===== config.mk =====
export PLATFORM = sky130hd
export DESIGN_NAME = vga_sync_gen
export DESIGN_NICKNAME = d
export VERILOG_FILES = /design/src/rtl/vga_timing_pkg.sv /design/src/rtl/vga_sync_gen_delay.sv /design/src/rtl/vga_sync_gen.sv
export SDC_FILE = /design/constraint.sdc
export NUM_CORES = 1
export LEC_CHECK = 0
export CORE_ASPECT_RATIO = 1.2
export CORE_UTILIZATION = 30
export CTS_BUF_LIST = sky130_fd_sc_hd__clkbuf_4 sky130_fd_sc_hd__clkbuf_8
export CTS_CLUSTER_DIAMETER = 40
export DETAILED_ROUTE_END_ITERATION = 12
export SETUP_SLACK_MARGIN = 0.1
export SYNTH_ARGS = -nofsm -noshare
export SYNTH_HDL_FRONTEND = slang
export SYNTH_SLANG_ARGS = --single-unit

===== constraint.sdc =====
create_clock -name clk -period 2.8 [get_ports clk]
set_clock_uncertainty 0.1 [all_clocks]
set_input_delay 0.56 -clock clk [delete_from_list [all_inputs] [get_ports clk]]
set_output_delay 0.56 -clock clk [all_outputs]
set_load 0.01 [all_outputs]

===== src/rtl/vga_timing_pkg.sv =====
// Default 640x480@60 raster timing, RGB field layout and shared types for the
// VGA sync generator.
package vga_timing_pkg;

    localparam int H_VISIBLE_DEF = 640;
    localparam int H_FRONT_DEF   = 16;
    localparam int H_SYNC_DEF    = 96;
    localparam int H_BACK_DEF    = 48;

    localparam int V_VISIBLE_DEF = 480;
    localparam int V_FRONT_DEF   = 10;
    localparam int V_SYNC_DEF    = 2;
    localparam int V_BACK_DEF    = 33;

    // Two bits per colour channel, packed {R1,R0,G1,G0,B1,B0}
    localparam int RGB_R_LSB = 4;
    localparam int RGB_G_LSB = 2;
    localparam int RGB_B_LSB = 0;

    typedef struct packed {
        logic active;
        logic hs;
        logic vs;
    } sync_flags_t;

    function automatic int line_total(input int visible, input int front,
                                      input int sync, input int back);
        return visible + front + sync + back;
    endfunction

    function automatic int sync_first(input int visible, input int front);
        return visible + front;
    endfunction

    function automatic int sync_last(input int visible, input int front, input int sync);
        return visible + front + sync - 1;
    endfunction

    function automatic logic [5:0] rgb_pack(input logic [1:0] r, input logic [1:0] g,
                                            input logic [1:0] b);
        logic [5:0] p;
        p = '0;
        p[RGB_R_LSB +: 2] = r;
        p[RGB_G_LSB +: 2] = g;
        p[RGB_B_LSB +: 2] = b;
        return p;
    endfunction

    localparam logic [5:0] FG_RGB_DEF = rgb_pack(2'b11, 2'b11, 2'b11);
    localparam logic [5:0] BG_RGB_DEF = rgb_pack(2'b00, 2'b00, 2'b00);

endpackage


===== src/rtl/vga_sync_gen_delay.sv =====
// Width x depth shift register used to hold decoded sync flags until the
// frame buffer colour for the same pixel arrives. Depth 0 is a passthrough.
module sync_delay_line #(
    parameter int               WIDTH       = 3,
    parameter int               DEPTH       = 1,
    parameter logic [WIDTH-1:0] RESET_VALUE = '0
) (
    input  logic             clk,
    input  logic             rst_n,
    input  logic [WIDTH-1:0] din,
    output logic [WIDTH-1:0] dout
);

    if (DEPTH == 0) begin : g_pass
        assign dout = din;
    end else begin : g_shift
        logic [WIDTH-1:0] stages [DEPTH];

        always_ff @(posedge clk or negedge rst_n) begin
            if (!rst_n) begin
                for (int i = 0; i < DEPTH; i++) begin
                    stages[i] <= RESET_VALUE;
                end
            end else begin
                stages[0] <= din;
                for (int i = 1; i < DEPTH; i++) begin
                    stages[i] <= stages[i-1];
                end
            end
        end

        assign dout = stages[DEPTH-1];
    end

endmodule


===== src/rtl/vga_sync_gen.sv =====
// Raster counters, sync decode and registered pixel output stage; flags are
// delayed to meet the frame buffer's colour result for the same pixel.
module vga_sync_gen
    import vga_timing_pkg::*;
#(
    parameter int         H_VISIBLE       = H_VISIBLE_DEF,
    parameter int         H_FRONT         = H_FRONT_DEF,
    parameter int         H_SYNC          = H_SYNC_DEF,
    parameter int         H_BACK          = H_BACK_DEF,
    parameter int         V_VISIBLE       = V_VISIBLE_DEF,
    parameter int         V_FRONT         = V_FRONT_DEF,
    parameter int         V_SYNC          = V_SYNC_DEF,
    parameter int         V_BACK          = V_BACK_DEF,
    parameter bit         SYNC_ACTIVE_LOW = 1'b1,
    parameter int         PIPE_LATENCY    = 1,
    parameter logic [5:0] FG_RGB          = FG_RGB_DEF,
    parameter logic [5:0] BG_RGB          = BG_RGB_DEF
) (
    input  logic       clk,
    input  logic       rst_n,
    output logic [9:0] counter_H,
    output logic [9:0] counter_V,
    input  logic       colour_in,
    output logic [5:0] rgb_out,
    output logic       hsync,
    output logic       vsync,
    output logic       video_active,
    output logic       frame_start,
    output logic [7:0] frame_count
);

    localparam int H_TOTAL = line_total(H_VISIBLE, H_FRONT, H_SYNC, H_BACK);
    localparam int V_TOTAL = line_total(V_VISIBLE, V_FRONT, V_SYNC, V_BACK);

    localparam logic [9:0] H_LAST   = 10'(H_TOTAL - 1);
    localparam logic [9:0] V_LAST   = 10'(V_TOTAL - 1);
    localparam logic [9:0] H_VIS    = 10'(H_VISIBLE);
    localparam logic [9:0] V_VIS    = 10'(V_VISIBLE);
    localparam logic [9:0] HS_FIRST = 10'(sync_first(H_VISIBLE, H_FRONT));
    localparam logic [9:0] HS_LAST  = 10'(sync_last(H_VISIBLE, H_FRONT, H_SYNC));
    localparam logic [9:0] VS_FIRST = 10'(sync_first(V_VISIBLE, V_FRONT));
    localparam logic [9:0] VS_LAST  = 10'(sync_last(V_VISIBLE, V_FRONT, V_SYNC));

    sync_flags_t raw_flags;
    sync_flags_t dly_flags;

    // The H and V wraps coincide at the last pixel of the frame, which is
    // the only place frame_count advances.
    always_ff @(posedge clk or negedge rst_n) begin
        if (!rst_n) begin
            counter_H   <= '0;
            counter_V   <= '0;
            frame_count <= '0;
        end else if (counter_H == H_LAST) begin
            counter_H <= '0;
            if (counter_V == V_LAST) begin
                counter_V   <= '0;
                frame_count <= frame_count + 8'd1;
            end else begin
                counter_V <= counter_V + 10'd1;
            end
        end else begin
            counter_H <= counter_H + 10'd1;
        end
    end

    assign frame_start = (counter_H == 10'd0) && (counter_V == 10'd0);

    always_comb begin
        raw_flags        = '0;
        raw_flags.active = (counter_H < H_VIS) && (counter_V < V_VIS);
        raw_flags.hs     = (counter_H >= HS_FIRST) && (counter_H <= HS_LAST);
        raw_flags.vs     = (counter_V >= VS_FIRST) && (counter_V <= VS_LAST);
    end

    sync_delay_line #(
        .WIDTH       ($bits(sync_flags_t)),
        .DEPTH       (PIPE_LATENCY),
        .RESET_VALUE ('0)
    ) u_sync_delay (
        .clk   (clk),
        .rst_n (rst_n),
        .din   (raw_flags),
        .dout  (dly_flags)
    );

    // Blanking forces black regardless of what the frame buffer returns.
    always_ff @(posedge clk or negedge rst_n) begin
        if (!rst_n) begin
            rgb_out      <= '0;
            hsync        <= SYNC_ACTIVE_LOW;
            vsync        <= SYNC_ACTIVE_LOW;
            video_active <= 1'b0;
        end else begin
            rgb_out      <= dly_flags.active ? (colour_in ? FG_RGB : BG_RGB) : 6'b000000;
            hsync        <= dly_flags.hs ^ SYNC_ACTIVE_LOW;
            vsync        <= dly_flags.vs ^ SYNC_ACTIVE_LOW;
            video_active <= dly_flags.active;
        end
    end

endmodule


==> results.py <==
metrics = {
    "status": {
        "status": "complete, no violations",
    },
    "die": {
        "die_x_um": 72.03,
        "dieArea_sq_um": 6197,
        "pin_count": 41,
        "core_area_sq_um": 5668,
        "die_h_um": 86.04,
        "row_count": 30,
        "start_util_pct": 31.15,
    },
    "cts": {
        "postCtsSetupBuffers": 0,
        "cts_tree": "yes",
        "htreeDepth": 2,
        "cts.reportedPaths.clkPinSlew_ns": 0.07,
        "cts_buffers": 5,
        "cts_buffer_depth": 2,
        "cts.sinks": 35,
        "root_buffer": "clkbuf_8",
        "clkLatencyLatePin_ns": 0.28,
    },
    "sta": {
        "fmax_mhz": 401.7,
        "timing.final.crit_share_pct": 88.90,
        "relSlewSlack_pct": 59.01,
        "hold_ws_ns": 0.2680,
        "rsz0062_at_grt": "no",
        "setup-tns-final_ns": 0,
        "hold_viol": 0,
        "fin_crit_ns": 2.489,
        "maxSlewViolCount": 0,
        "setup_violations": 0,
        "worst_slew_pin_slew_ns": 0.6093,
        "fin_ws_ns": 0.3109,
    },
    "critical_path": {
        "path_class": "flop to output port",
        "r2r_setup_slack_ns": 0.56,
        "reg2reg_from": "counter_H[1]",
        "path_max_fanout": 6,
        "rr_worst_depth": 6,
        "crit_required_ns": 2.14,
        "setup.worst_path.start_class": "flop",
        "arrival_ns": 1.83,
        "r2r_end": "frame_count[6]",
        "crit_path_end_kind": "output port",
    },
    "place": {
        "io_buffers": 40,
        "dpl_worst_slack_ns": 0.3190,
        "dp_cells": 282,
        "dpl_cell_area_sq_um": 2282,
        "gp_congestion": 0.7335,
        "dpl.hpwl_mm": 2.697,
    },
    "yosys": {
        "synth-edff-count": 0,
        "yosysWarnings": 0,
        "ys_types": 39,
        "syn_nets": 168,
        "syn_avg_cell_area_sq_um": 11.03,
        "synth_area_sq_um": 1765,
        "synth_flop_cell": "dfrtp_1",
        "ys_seq_area_share_pct": 49.75,
        "syn_inst": 160,
        "ys_ff_latch": 35,
        "synthArstFlopShare_pct": 100.0,
    },
    "global_routing": {
        "grt_overflow": 0,
        "grt_pass1_wl_mm": 6.472,
        "grt_pass1_vias": 1305,
        "antenna_found_initial": 0,
        "grt_start_max_net_pins": 36,
        "grt_use_total_pct": 13.52,
    },
    "drt": {
        "post-route-drc-count": 0,
        "route.vias.total": 1340,
        "wl_per_cell_um": 13.27,
        "first_pass_iters": 4,
        "drt_wl_total_mm": 3.836,
        "drtIter0Drc": 52,
        "viasPerCell": 4.637,
        "antenna_left": 0,
    },
    "min_path": {
        "min_to": "hsync",
        "hold_path_depth": 1,
        "hold_start": "u_sync_delay.dout[1]",
        "worstHoldPathType": "flop to flop",
    },
    "finish": {
        "drive_gt1_share_pct": 14.83,
        "fin_area_sq_um": 2387,
        "syn2layout_area_growth_pct": 35.22,
        "antennaDiodeCount": 0,
        "layout.nets": 217,
        "finalNonFillerCells": 289,
        "filler_cell_count": 544,
    },
    "power_and_ir_drop": {
        "peakVddDrop_uv": 182.0,
        "intPower_mw": 0.7878,
        "p_clk_share_pct": 45.8,
        "power_frac_seq_pct": 51.7,
        "swShare_pct": 19.70,
        "p_comb_share_pct": 2.5,
        "power.density_nw_per_um2": 411.0,
        "p_leak_nw": 1.026,
        "p_sw_mw": 0.1933,
    },
    "run": {
        "maxCapViolCount": 0,
    },
}
[critical path, cell delays in order, from the launching register on]
cell,delay [ns]
dfrtp_1,0.44
inv_1,0.10
ha_1,0.13
nor2b_1,0.18
nand4_1,0.13
nor4_1,0.26
dlygate4sd2_1,0.31
[worst max-delay path by stage]
stage / startpoint / end / cells past startpoint
after global placement: counter_V[6] / frame_start / 5
after floorplan: counter_H[0] / frame_count[1] / 6
after detailed placement: counter_V[1] / frame_start / 6
after global routing: counter_V[0] / frame_start / 6
final: counter_V[1] / frame_start / 6
after CTS: counter_V[1] / frame_start / 6
[cell usage after synthesis (4+ instances only)]
library cell | number | share of area, %
dfrtp_1 | 33 | 47
xor2_1 | 12 | 6.0
nor2_1 | 11 | 2.3
nand3_1 | 10 | 2.8
nor4_1 | 10 | 3.5
inv_1 | 9 | 1.9
xnor2_1 | 9 | 4.5
nand2_1 | 7 | 1.5
nand4_1 | 7 | 2.5
buf_4 | 5 | 2.1
ha_1 | 5 | 3.5
and3_1 | 4 | 1.4
nor3_1 | 4 | 1.1
o21ai_0 | 4 | 1.1
[what timing repair did]
| action | CTS | global route |
|---|---|---|
| hold buffers | 0 | 0 |
| resized for setup | 1 | 0 |
| endpoints found under the setup margin | 1 | 0 |
[through the flow]
step                      utilization (%)  total power [mW]
after detailed placement            40.26            0.5425
after global placement              40.26            0.5424
after CTS                           42.12            0.9984
final                               42.12            0.9811
after global routing                42.12             1.023
after floorplan                         -            0.5249
[per-layer routing]
metal  part of all wire [%]  wire length, um  GRT usage (%)  vias up
li1                       -                -              -      649
met1                     45             1732          17.23      644
met2                     50             1924          22.38       45
met3                    4.4              169          3.760        2
met4                   0.26               10          3.743        0
met5                      0                0              0        -
[power by group through the flow]
stage	clock network, mW	registers, mW	logic [mW]
6_report	0.449	0.507	0.0247
5_1_grt	0.488	0.507	0.0277
4_1_cts	0.466	0.507	0.0257
3_5_place_dp	0	0.517	0.0258
3_3_place_gp	0	0.517	0.0257
2_1_floorplan	0	0.517	0.00764
[flip-flops by register name (all words and copies together) (netlist names)]
signal             cells
vsync                  1
counter_V             10
rgb_out                1
hsync                  1
u_sync_delay.dout      3
frame_count            8
counter_H             10
video_active           1
[cell type report]
| class | count | area [sq um] | share of cell area (%) |
|---|---|---|---|
| repair buffers | 52 | 489.2 | 20.49 |
| flip-flops and latches | 35 | 878.3 | 36.79 |
| well taps | 80 | 100.1 | 4.193 |
| inverters | 9 | 33.78 | 1.415 |
| clock buffers | 6 | 76.32 | 3.197 |
| clock inverters | 1 | 30.03 | 1.258 |
| multi-input cells | 106 | 779.5 | 32.65 |
[cell families (layout without fill, tap and decap cells)]
family                     count (synthesis)  after routing  synth area share (%)
AOI/OAI and AO/OA                          8              8                 2.906
xor gates and xnor gates                  21             21                 10.42
adders and majority gates                  5              5                 3.544
buffers and inverters                     19             68                 6.094
DFF                                       35             35                 49.75
muxes                                      1              1                0.6378
and+or+nand+nor                           71             71                 26.65
[layout by cell type (no fill, tap or decap), types with 2 or more instances in the layout]
| cell type | instances |
|---|---|
| clkdlybuf4s50_1 | 39 |
| o21ai_0 | 4 |
| xor2_1 | 12 |
| nand4_1 | 7 |
| and3_1 | 4 |
| dfrtp_1 | 33 |
| nor4_1 | 10 |
| nor3_1 | 4 |
| xnor2_1 | 9 |
| inv_1 | 9 |
| and2_1 | 2 |
| nand2_1 | 7 |
| nor4_4 | 2 |
| nor2_1 | 11 |
| o31ai_1 | 2 |
| ha_1 | 5 |
| dfstp_2 | 2 |
| buf_4 | 12 |
| clkbuf_8 | 5 |
| nand3_1 | 10 |
Power figures use the tool's default switching activity.
